<file path="src/rtl/div_arb_pkg.sv">
// div_arb_pkg: shared state encoding, defaults and index-width helper for div_arbiter.
package div_arb_pkg;
   localparam int STATE_W = 3;
   localparam int DEFAULT_TIMEOUT = 64;
   typedef enum logic [STATE_W-1:0] {S_IDLE, S_SEN1, S_BUSY, S_RESP, S_GAP} state_t;
   function automatic int idx_w(input int m);
      return (m > 1) ? $clog2(m) : 1;
   endfunction
endpackage

</file>
<file path="src/rtl/div_arb_rr.sv">
// rr_arbiter: round-robin picker; search starts at the pointer, pointer moves past the winner on update.
module rr_arbiter import div_arb_pkg::*; #(
   parameter int M = 4,
   localparam int IW = idx_w(M)
) (
   input  logic          clk,
   input  logic          reset,
   input  logic [M-1:0]  i_req,
   input  logic          i_update,
   output logic [M-1:0]  o_gnt_oh,
   output logic [IW-1:0] o_gnt_idx,
   output logic          o_any
);
   logic [IW-1:0] r_ptr;
   logic [IW-1:0] w_idx;
   logic [IW-1:0] w_j;
   logic          w_any;
   // Walk from the farthest candidate back to the pointer so the closest hit wins.
   always_comb begin
      w_idx = '0;
      w_any = 1'b0;
      w_j   = '0;
      for (int k = M - 1; k >= 0; k--) begin
         w_j = IW'((int'(r_ptr) + k) % M);
         if (i_req[w_j]) begin
            w_idx = w_j;
            w_any = 1'b1;
         end
      end
   end
   always_ff @(posedge clk) begin
      if (reset) r_ptr <= '0;
      else if (i_update) r_ptr <= (int'(w_idx) == M - 1) ? '0 : w_idx + 1'b1;
   end
   assign o_gnt_idx = w_idx;
   assign o_any     = w_any;
   assign o_gnt_oh  = M'(1) << w_idx;
endmodule

</file>
<file path="src/rtl/div_arbiter.sv">
// div_arbiter: shares one divider among M requesters with a two-step start and a BUSY watchdog.
// Define DIV_ARB_ZERO_CHECK_EN to answer zero divisors directly without starting the divider.
module div_arbiter import div_arb_pkg::*; #(
   parameter int N = 20,
   parameter int M = 4,
   parameter int TIMEOUT = DEFAULT_TIMEOUT,
   localparam int IW = idx_w(M),
   localparam int CW = $clog2(TIMEOUT + 1)
) (
   input  logic            clk,
   input  logic            reset,
   input  logic [M-1:0]    req,
   input  logic [M*N-1:0]  req_dividend,
   input  logic [M*N-1:0]  req_divisor,
   output logic [M-1:0]    rsp_valid,
   output logic [N-1:0]    rsp_q,
   output logic            rsp_err,
   output logic            busy,
   output logic [IW-1:0]   gnt_idx,
   output logic [N-1:0]    div_dividend,
   output logic [N-1:0]    div_divisor,
   output logic            div_sen1,
   output logic            div_sen2,
   input  logic [N-1:0]    div_q,
   input  logic            div_done
);
   state_t        r_state;
   logic [CW-1:0] r_cnt;
   logic [IW-1:0] r_gnt;
   logic [M-1:0]  r_gnt_oh;
   logic [M-1:0]  r_rsp_valid;
   logic [N-1:0]  r_rsp_q;
   logic [N-1:0]  r_dividend;
   logic [N-1:0]  r_divisor;
   logic          r_rsp_err;
   logic          r_sen1;
   logic          r_sen2;
   logic          r_busy;
   logic [M-1:0]  w_gnt_oh;
   logic [IW-1:0] w_idx;
   logic          w_any;
   logic          w_update;
   logic          w_zero;
   logic [N-1:0]  w_dividend;
   logic [N-1:0]  w_divisor;
   assign w_update   = (r_state == S_IDLE) && w_any;
   assign w_dividend = req_dividend[int'(w_idx)*N +: N];
   assign w_divisor  = req_divisor[int'(w_idx)*N +: N];
`ifdef DIV_ARB_ZERO_CHECK_EN
   assign w_zero = (w_divisor == '0);
`else
   assign w_zero = 1'b0;
`endif
   rr_arbiter #(.M(M)) u_rr (
      .clk       (clk),
      .reset     (reset),
      .i_req     (req),
      .i_update  (w_update),
      .o_gnt_oh  (w_gnt_oh),
      .o_gnt_idx (w_idx),
      .o_any     (w_any)
   );
   always_ff @(posedge clk) begin
      if (reset) begin
         r_state     <= S_IDLE;
         r_cnt       <= '0;
         r_gnt       <= '0;
         r_gnt_oh    <= '0;
         r_rsp_valid <= '0;
         r_rsp_q     <= '0;
         r_rsp_err   <= 1'b0;
         r_sen1      <= 1'b0;
         r_sen2      <= 1'b0;
         r_busy      <= 1'b0;
         r_dividend  <= '0;
         r_divisor   <= '0;
      end else begin
         r_rsp_valid <= '0;
         case (r_state)
            S_IDLE: if (w_any) begin
               r_gnt      <= w_idx;
               r_gnt_oh   <= w_gnt_oh;
               r_dividend <= w_dividend;
               r_divisor  <= w_divisor;
               r_busy     <= 1'b1;
               r_cnt      <= '0;
               if (w_zero) begin
                  r_rsp_q     <= '1;
                  r_rsp_err   <= 1'b1;
                  r_rsp_valid <= w_gnt_oh;
                  r_state     <= S_RESP;
               end else begin
                  r_sen1  <= 1'b1;
                  r_state <= S_SEN1;
               end
            end
            S_SEN1: begin
               r_sen2  <= 1'b1;
               r_state <= S_BUSY;
            end
            // done takes priority over a simultaneous watchdog expiry
            S_BUSY: begin
               r_cnt <= r_cnt + 1'b1;
               if (div_done || r_cnt == CW'(TIMEOUT)) begin
                  r_rsp_q     <= div_done ? div_q : '0;
                  r_rsp_err   <= !div_done;
                  r_rsp_valid <= r_gnt_oh;
                  r_sen1      <= 1'b0;
                  r_sen2      <= 1'b0;
                  r_state     <= S_RESP;
               end
            end
            S_RESP: r_state <= S_GAP;
            S_GAP: begin
               r_busy  <= 1'b0;
               r_state <= S_IDLE;
            end
            default: r_state <= S_IDLE;
         endcase
      end
   end
   assign rsp_valid    = r_rsp_valid;
   assign rsp_q        = r_rsp_q;
   assign rsp_err      = r_rsp_err;
   assign busy         = r_busy;
   assign gnt_idx      = r_gnt;
   assign div_dividend = r_dividend;
   assign div_divisor  = r_divisor;
   assign div_sen1     = r_sen1;
   assign div_sen2     = r_sen2;
endmodule

</file>
<file path="config.mk">
export PLATFORM = sky130hd
export DESIGN_NAME = div_arbiter
export DESIGN_NICKNAME = d
export VERILOG_FILES = /design/src/rtl/div_arb_pkg.sv /design/src/rtl/div_arb_rr.sv /design/src/rtl/div_arbiter.sv
export SDC_FILE = /design/constraint.sdc
export NUM_CORES = 1
export LEC_CHECK = 0
export ABC_CLOCK_PERIOD_IN_PS = 2900
export CAP_MARGIN = 0
export CELL_PAD_IN_SITES_DETAIL_PLACEMENT = 1
export CELL_PAD_IN_SITES_GLOBAL_PLACEMENT = 1
export CORE_ASPECT_RATIO = 1.2
export CORE_MARGIN = 2
export CORE_UTILIZATION = 30
export CTS_BUF_LIST = sky130_fd_sc_hd__clkbuf_16
export DETAILED_ROUTE_END_ITERATION = 16
export GPL_TIMING_DRIVEN = 0
export HOLD_SLACK_MARGIN = 0.15
export MAX_ROUTING_LAYER = met4
export PLACE_DENSITY_LB_ADDON = 0.1
export SYNTH_ARGS = -nofsm -noshare
export SYNTH_HDL_FRONTEND = slang
export SYNTH_SLANG_ARGS = --single-unit
</file>
<file path="constraint.sdc">
create_clock -name clk -period 2.9 [get_ports clk]
set_input_delay 0.58 -clock clk [delete_from_list [all_inputs] [get_ports clk]]
set_output_delay 0.58 -clock clk [all_outputs]
set_load 0.05 [all_outputs]
</file>
# Word-level counts from Yosys, hierarchy flattened
# Index checks and enable logic that the tools add are counted.
[classes] order_cmp=4 n_mul=1 addsub=5 n_eq_ne=8 mux=28 reduce_logical=15 shifts=3 bitwise=2
[ops] operator="80-bit by 32-bit variable part select with 20-bit output" count=1
[ops] operator="80-bit by 8-bit variable part select with 20-bit output" count=1
[ops] operator="20-bit two-way mux" count=1
[ops] operator="7-bit case mux with 2 select lines" count=1
[ops] operator="2-bit by 3-bit less-than comparator with 1-bit output, second input constant" count=4
[ops] operator="3-bit case mux with 4 select lines" count=1
[ops] operator="2-bit AND reduction" count=6
[ops] operator="1-bit two-way mux" count=10
[ops] operator="2-bit two-way mux" count=5
[ops] operator="1-bit binary-select mux with 2-bit select" count=4
[ops] operator="7-bit by 1-bit adder with 7-bit output, second input constant" count=1
[ops] operator="7-bit equality test, second input constant" count=1
[ops] operator="7-bit two-way mux" count=1
[ops] operator="3-bit by 2-bit equality test with 1-bit output, second input constant" count=2
[ops] operator="3-bit two-way mux" count=2
[ops] operator="1-bit case mux with 2 select lines" count=3
[ops] operator="2-bit nonzero test" count=3
[ops] operator="2-bit by 3-bit multiplier with 5-bit output, second input constant" count=1
[ops] operator="2-bit by 1-bit adder with 2-bit output, second input constant" count=2
[ops] operator="2-bit adder, second input constant" count=2
[ops] operator="2-bit inequality test, second input constant" count=2
[ops] operator="1-bit by 2-bit << shifter with 4-bit output, first input constant" count=1
[ops] operator="3-bit by 1-bit equality test with 1-bit output, second input constant" count=1
[ops] operator="3-bit equality test, second input constant" count=1
[ops] operator="other kinds (8)" count=9
[totals] output_inout_bits=70 in_bits=187 wordCells=79 register_bits=86

# Depth between registers and ports, before layout
[depth] depth_word=9 ltp_mapped=9 mapped_depth_nobuf=7

# Modules after synthesis
# From an unflattened synthesis, not the netlist that was laid out.
[hier_totals] hier_cells=389 area_unflattened_um2=4312.9
[by_module_without_submodules] mod="div_arbiter" instances=1 cells_each=365 area_per_inst_um2=4092.7 seq_area_each_um2=1681.6
[by_module_without_submodules] mod="rr_arbiter" instances=1 cells_each=24 area_per_inst_um2=220.2 seq_area_each_um2=40.0

# Worst setup path after synthesis
# Ideal clock, no wire load.
[synth_path] kind="input to register" from="input port req[1]" to="register r_divisor[0], in the netlist div_divisor[0]" path_buffers=2 t_required_ps=2771 setup_ps=129 stages=6 arrival_ps=1579 slack_ps=1192 path_cell_list="nand3b_1 a2bb2oi_2 buf_6 clkbuf_4 mux2i_1 o221ai_2"
[synth_between] elab_chain_len=8 elab_cells_between_ends=19 cone_classes="mul (1); shift (1); mux (16); reduce/logical (1)"
[synth_rtl] element="start: declaration" line="div_arbiter.sv:12" source="input logic [M-1:0] req,"
[synth_rtl] element="1-bit binary-select mux with 2-bit select" line="div_arb_rr.sv:25" source="if (i_req[w_j]) begin"
[synth_rtl] element="1-bit two-way mux (implied by the code)" line="div_arb_rr.sv:25"
[synth_rtl] element="2-bit two-way mux (4 in series)" line="div_arb_rr.sv:25"
[synth_rtl] element="2-bit by 3-bit multiplier with 5-bit output" line="div_arbiter.sv:48" source="assign w_divisor = req_divisor[int'(w_idx)*N +: N];"
[synth_rtl] element="80-bit by 8-bit variable part select with 20-bit output" line="div_arbiter.sv:48"
[synth_rtl] element="end signal: assignment" line="div_arbiter.sv:84" source="r_divisor <= w_divisor;"
[synth_rtl] element="end: declaration" line="div_arbiter.sv:34" source="logic [N-1:0] r_divisor;"
# Several ways; a longest one is shown, not always the timed one. The select of a mux whose other input is x is not followed.
# A chain may end at the register's enable or synchronous reset.

# Final worst setup path
[layout_path] from="input port req[2]" to="register r_dividend[12], in the netlist div_dividend[12]"
[layout_between] elab_chain_len=8 elab_cells_between_ends=19 cone_classes="mul (1); shift (1); mux (16); reduce/logical (1)"
[layout_rtl] element="1-bit binary-select mux with 2-bit select" line="div_arb_rr.sv:25"
[layout_rtl] element="1-bit two-way mux (implied by the code)" line="div_arb_rr.sv:25"
[layout_rtl] element="2-bit two-way mux (4 in series)" line="div_arb_rr.sv:25"
[layout_rtl] element="2-bit by 3-bit multiplier with 5-bit output" line="div_arbiter.sv:47" source="assign w_dividend = req_dividend[int'(w_idx)*N +: N];"
[layout_rtl] element="80-bit by 32-bit variable part select with 20-bit output" line="div_arbiter.sv:47"
[layout_rtl] element="end signal: assignment" line="div_arbiter.sv:83" source="r_dividend <= w_dividend;"
[layout_rtl] element="end: declaration" line="div_arbiter.sv:33" source="logic [N-1:0] r_dividend;"
# Several ways; a longest one is shown, not always the timed one. The select of a mux whose other input is x is not followed.

==> flow_summary.yaml <==
run_status:
  status: "complete, no violations"
sta:
  fin_skew_ns: 0.00537
  hold_viol: 0
  fin_ws_ns: 0.660
  min_period_over_period_pct: 77.2
  slew_viol_final: 0
  worstMarginPinSlew_ns: 0.592
  timing.fmax_ghz: 0.446
  finalSetupTns_ns: 0
  slew_headroom_pct: 60.4
  fin_crit_ns: 2.24
  setup_violations: 0
  rsz0062_at_grt: "no"
power_and_ir_drop:
  vdd_drop_max_mv: 0.318
  clockPowerShare_pct: 22.7
  power_frac_seq_pct: 27.8
  p_switching_w: 0.00231
  p_total_w: 0.00562
  pwr_density_cell_nw_per_um2: 750
  p_comb_share_pct: 49.5
  swShare_pct: 41.0
  p_int_w: 0.00332
  leakage_nw: 2.78
worst_setup_path:
  path_cells: "clkdlybuf4s50_1 -> nor4_2 -> nor4_2 -> nor2_1 -> buf_2 -> nand2_1 -> o221ai_2"
  r2r_slack_ns: 1.08
  crit_top_cell: "nor4_2"
  required_ns: 3.17
  cp.depth: 7
  critPathKind: "in2reg"
  critPathMaxFanout: 10
  worstReg2RegStart: "u_rr.r_ptr[1]"
  worstReg2RegEnd: "div_divisor[3]"
  cp-startpoint: "req[2]"
  cp.arrival_ns: 2.51
  crit_family: "simple AND/OR/NAND/NOR gates"
  cp_slowest_cell: "nor4_2"
  worstSetupStartpointType: "primary input"
  end_kind: "register"
  endpoint: "div_dividend[12]"
  cpPeakStageDelay_ns: 0.53
  crit_buf_inv: 2
  r2r_cells: 6
routing:
  drc_errors: 0
  initialDrtViolationCount: 119
  vias: 4408
  vias_per_cell: 5.01
  wl_per_cell_um: 19.4
  ant_nets: 0
  drt_wl_total_um: 17100
  first_pass_iters: 5
global_routing:
  grt_pass1_wl_um: 25400
  grt_remaining_overflow: 0
  grt_usage_pct: 21.9
  grt_pass1_vias: 4656
  grt_max_degree: 17
  antenna_found_initial: 1
floorplanning:
  coreArea_sq_um: 14400
  io_pins: 257
  start_util_pct: 30.6
  fp.dieArea_sq_um: 15600
  dieHeight_um: 137
  num_rows: 48
  die_w_um: 114
placed_design:
  pre_cts_ws_ns: 0.318
  hpwl_um: 13900
  io_buffers: 255
  finalWeightedCongestion: 0.803
layout:
  final_common_cell: "clkdlybuf4s50_1"
  area_growth_syn_to_layout_pct: 70.7
  seq_area_sq_um: 1720
  layout_common_cells: "clkdlybuf4s50_1, dfxtp_1, mux2i_1"
  nNetsFinal: 891
  drive_gt1_share_pct: 13.7
  n_fill_cell: 1668
  multi_input_area_sq_um: 2440
clock_network:
  ctsHtreeMaxLevel: 3
  cts_resized: 0
  path_clk_slew_ns: 0.07
  cts_made_buffers: 9
  clk_path_buf_depth: 2
  hold_buffers: 0
  cts_setup_buffers: 0
  root_buffer: "clkbuf_16"
  insertion_delay_ns: 0.34
  cts_tree: "built"
  cts.sinks: 86
logic_synthesis:
  seq_area_frac_synth_pct: 39.2
  syn-num-nets: 625
  synth-seq-cells: 86
  netlist_instances: 432
  syn_avg_cell_area_sq_um: 10.2
  synthArstFlopShare_pct: 0
  synth_cell_types: 37
  syn_area_sq_um: 4390
  ys_warn_count: 0
  synth-edff-count: 0
  synth_flop_cell: "dfxtp_1"
job:
  maxCapViolCount: 0
worst_hold_path:
  hold_path_class: "reg2reg"
power groups by stage:
stage	logic (W)	clock network (W)	registers, W
floorplan	0.00109	0	0.00231
global placement	0.00277	0	0.00157
detailed placement	0.00282	0	0.00159
CTS	0.00282	0.00131	0.00156
global route	0.00295	0.00137	0.00159
finish	0.00278	0.00128	0.00156
cells by family after synthesis:
logic type | count (synthesis) | share of synthesized area, %
AOI/OAI and AO/OA | 89 | 20.9
adders and majority gates | 6 | 1.71
buffers and inverters | 39 | 5.27
and+or+nand+nor | 130 | 14.3
xor gates and xnor gates | 1 | 0.199
muxes | 81 | 18.5
DFF | 86 | 39.2
worst min-delay path by stage:
stage	slack, ns	cells past startpoint	start	endpoint
2_1_floorplan	0.43	1	r_gnt_oh[0]	rsp_valid[0]
3_3_place_gp	0.44	1	r_gnt_oh[2]	rsp_valid[2]
3_5_place_dp	0.45	2	r_gnt_oh[0]	r_gnt_oh[0]
4_1_cts	0.46	2	r_gnt_oh[0]	r_gnt_oh[0]
5_1_grt	0.49	2	r_gnt_oh[0]	r_gnt_oh[0]
6_report	0.46	2	r_gnt_oh[0]	r_gnt_oh[0]
worst register-to-register path, cell delays in order (launching register included):
cell,delay [ns]
dfxtp_1,0.45
mux2i_1,0.22
nor2_1,0.08
nor3_4,0.36
nand3_2,0.18
buf_2,0.28
o221ai_2,0.17
registers in the layout (all words and copies together), names as in the netlist, 2 cells and up:
signal	flops
r_state	3
u_rr.r_ptr	2
r_gnt_oh	4
div_dividend	20
r_cnt	7
gnt_idx	2
div_divisor	20
rsp_q	20
rsp_valid	4
synth_stat cells (2+ instances only):
master	n	area share (%)
dfxtp_1	86	39
mux2i_1	81	18
nand2_1	59	5.0
o221ai_2	40	14
nor2_1	34	2.9
a22oi_1	21	3.6
a21oi_1	19	2.2
buf_2	14	1.6
and2_1	7	1.0
clkbuf_1	7	0.60
buf_4	6	1.0
ha_1	6	1.7
buf_6	5	1.3
inv_1	5	0.43
nor3_1	5	0.57
o21ai_1	5	0.57
nand3b_1	4	0.68
and3_1	3	0.43
nand3_1	3	0.34
clkbuf_4	2	0.34
nor2_2	2	0.28
nor4_2	2	0.57
or3_1	2	0.28
area by class of cell:
type | instances | area share [%]
antenna | 1 | 0.0334
buffer | 34 | 2.84
clock buffer | 9 | 3.00
clock inverter | 7 | 1.42
inverter | 5 | 0.250
multi-input combinational | 307 | 32.5
sequential | 86 | 23.0
tap | 175 | 2.92
timing repair buffer | 255 | 34.0
metrics by stage:
| step | util [%] | instances | instance area [sq um] | hold slack [ns] |
|---|---|---|---|---|
| final | 52.2 | 879 | 7500 | 0.457 |
| after global routing | 52.2 | 879 | 7500 | 0.491 |
| after CTS | 52.2 | 878 | 7500 | 0.459 |
| after detailed placement | 49.9 | 862 | 7160 | 0.450 |
| after global placement | 49.9 | 862 | 7160 | 0.442 |
| after floorplan | - | 432 | 4390 | 0.430 |
routing by layer:
layer  wire, um  part of all wire, %  track usage, %  vias up
met5          0                    0               -        -
met4        320                  1.9            8.40        0
met3       1090                  6.4            4.03       21
met2       9140                   54            39.5      143
met1       6520                   38            23.7     2132
li1           -                    -               -     2112
Power figures use the tool's default switching activity.
==> patch (same flow settings) <==
Build with the macro `DIV_ARB_ZERO_CHECK_EN` defined.
--- a/src/rtl/div_arbiter.sv
+++ b/src/rtl/div_arbiter.sv
@@ -2,2 +2,4 @@
 // Define DIV_ARB_ZERO_CHECK_EN to answer zero divisors directly without starting the divider.
+`define DIV_ARB_ZERO_CHECK_EN
+
 module div_arbiter import div_arb_pkg::*; #(
Behaviour: not the same (a bounded check fails within 4 cycles, from zero or initial values and one cycle with reset high).
==> patch against the unedited design <==
  * The run now ends with negative setup slack left
  * Register-to-register slack worse by 1.1 ns
  * Area after synthesis is 9.3% higher
  * Fmax is 23% lower
  * Utilization is 3.1 points higher
  * Sequential power is 5% lower
  * Cell area is 15% higher
  * Setup slack worse by 0.67 ns
  * Total power is 1.4% lower
  * Sequential cell count stayed put
  * Critical endpoint is now rsp_q[12]
  * Clock power is 13% lower
  * First-iteration DRC count is 140% higher
  * Routed wire length is 36% higher
  * Largest power group unchanged
  * Critical path depth is 7 higher
==> patch: results <==
{
  "synth_cell_types": 43,
  "ir_drop_mv": 0.3883,
  "syn_nets": 846,
  "worstMarginPinSlew_ns": 0.8125,
  "route.detailed.wl_per_inst_um": 20.10,
  "setup_ws_ns": -0.01455,
  "drive_gt1_share_pct": 16.02,
  "synth_common_cells": "nand2_1, dfxtp_1, a21oi_1",
  "antenna_cells": 0,
  "violations": "negative setup slack",
  "critPathMaxStageDelay_ns": 0.34,
  "min_to": "div_dividend[7]",
  "vias": 6031,
  "status": "complete, but fails checks",
  "arrival_ns": 3.17,
  "cpMaxStageDelayCell": "a211oi_4",
  "grt_use_total_pct": 26.18,
  "dr.pass1.iters": 4,
  "synth.yosys.seq_area_share_pct": 35.87,
  "r2r_cells": 12,
  "crit_fanout": 8,
  "gp_congestion": 0.8839,
  "antenna_found_initial": 0,
  "fill_cells": 1889,
  "hp-start": "div_dividend[7]",
  "portBuffers": 256,
  "worst_path_dominant_cell_family": "buffers and inverters",
  "drt_iter0_drc": 291,
  "hpwl_um": 16870,
  "p_leak_nw": 3.303,
  "skew_ns": 0.007993,
  "dpl.cell_count": 1117,
  "worstReg2RegEnd": "rsp_q[12]",
  "final-setup-viol-count": 5,
  "grt_pass1_wl_um": 33800,
  "reg2reg_slack_ns": 0.03
}
==> patch: cell count changes after synthesis, sizes merged, moves of 8 or more <==
cell    delta
a21oi     +57
a211oi    +57
nand3     +56
a22oi     -20
o221ai    -40
nand2     +90
clkbuf    +25
o22ai      +8
and3      +33
or3       +16
nand4      +8
mux2i     -80
==> patch: final cells by class <==
cell class              count  area [um^2]  share of cell area, %
clock inverters             7        53.80                 0.6215
clock buffers               9        225.2                  2.602
well taps                 208        260.3                  3.006
inverters                   5        18.77                 0.2168
flip-flops and latches     86         1725                  19.93
plain buffers              56        347.8                  4.018
multi-input cells         504         3219                  37.19
repair buffers            282         2806                  32.42
==> patch: what timing repair did <==
item | in CTS | in global routing
gates resized for setup | 85 | 55
endpoints found under the setup margin | 76 | 41
pin swaps | 13 | 21
gates cloned | 1 | 1
setup buffers | 8 | 16
hold buffers | 0 | 0
==> patch: worst max-delay path by stage <==
stage	slack [ns]	from	endpoint
floorplan	0.05	req[2]	rsp_q[10]
global placement	-1.04	req[0]	rsp_q[4]
detailed placement	-1.21	req[0]	rsp_q[2]
CTS	0.001	req[0]	rsp_q[17]
global route	-0.13	req[2]	rsp_q[13]
finish	-0.01	req[1]	rsp_q[12]
==> patch: through the flow <==
step / TNS [ns] / power, W / hold slack, ns / util, % / area [um^2]
5_1_grt: -1.943 / 0.005820 / 0.4800 / 55.35 / 8657
3_3_place_gp: -50.08 / 0.003944 / 0.4427 / 48.74 / 7622
4_1_cts: 0 / 0.005322 / 0.4575 / 53.07 / 8300
3_5_place_dp: -57.47 / 0.004003 / 0.4483 / 48.74 / 7622
6_report: -0.02836 / 0.005545 / 0.4563 / 55.35 / 8657
2_1_floorplan: 0 / 0.003018 / 0.4322 / - / 4800
==> patch: logic make-up (layout without fill, tap and decap cells) <==
logic type                 after synthesis  in the layout  synth area share [%]
AOI/OAI and AO/OA                      156            156                 22.47
adders and majority gates                6              6                 1.564
DFF                                     86             86                 35.87
muxes                                    1              1                0.2086
buffers and inverters                   63            359                 5.813
and+or+nand+nor                        336            336                 33.16
xor gates and xnor gates                 5              5                0.9126
==> patch: layer usage <==
layer  GRT usage [%]  vias to the layer above  part of all wire (%)
met4           11.64                        0                   3.9
met5               -                        -                     0
met1           26.88                     2878                    37
met3           5.889                       60                   6.3
met2           47.61                      225                    53
li1                -                     2868                     -
==> patch: report_power, final <==
part	internal, W	total (W)	switching [W]
Combinational	0.00115	0.00295	0.00180
Sequential	0.00136	0.00148	0.000117
Clock	0.000590	0.00112	0.000527
==> patch: tightest hold or removal path: stages (launching register included) <==
cell and delay (ns):
dfxtp_1 0.31, nand2_1 0.05, a21oi_1 0.05
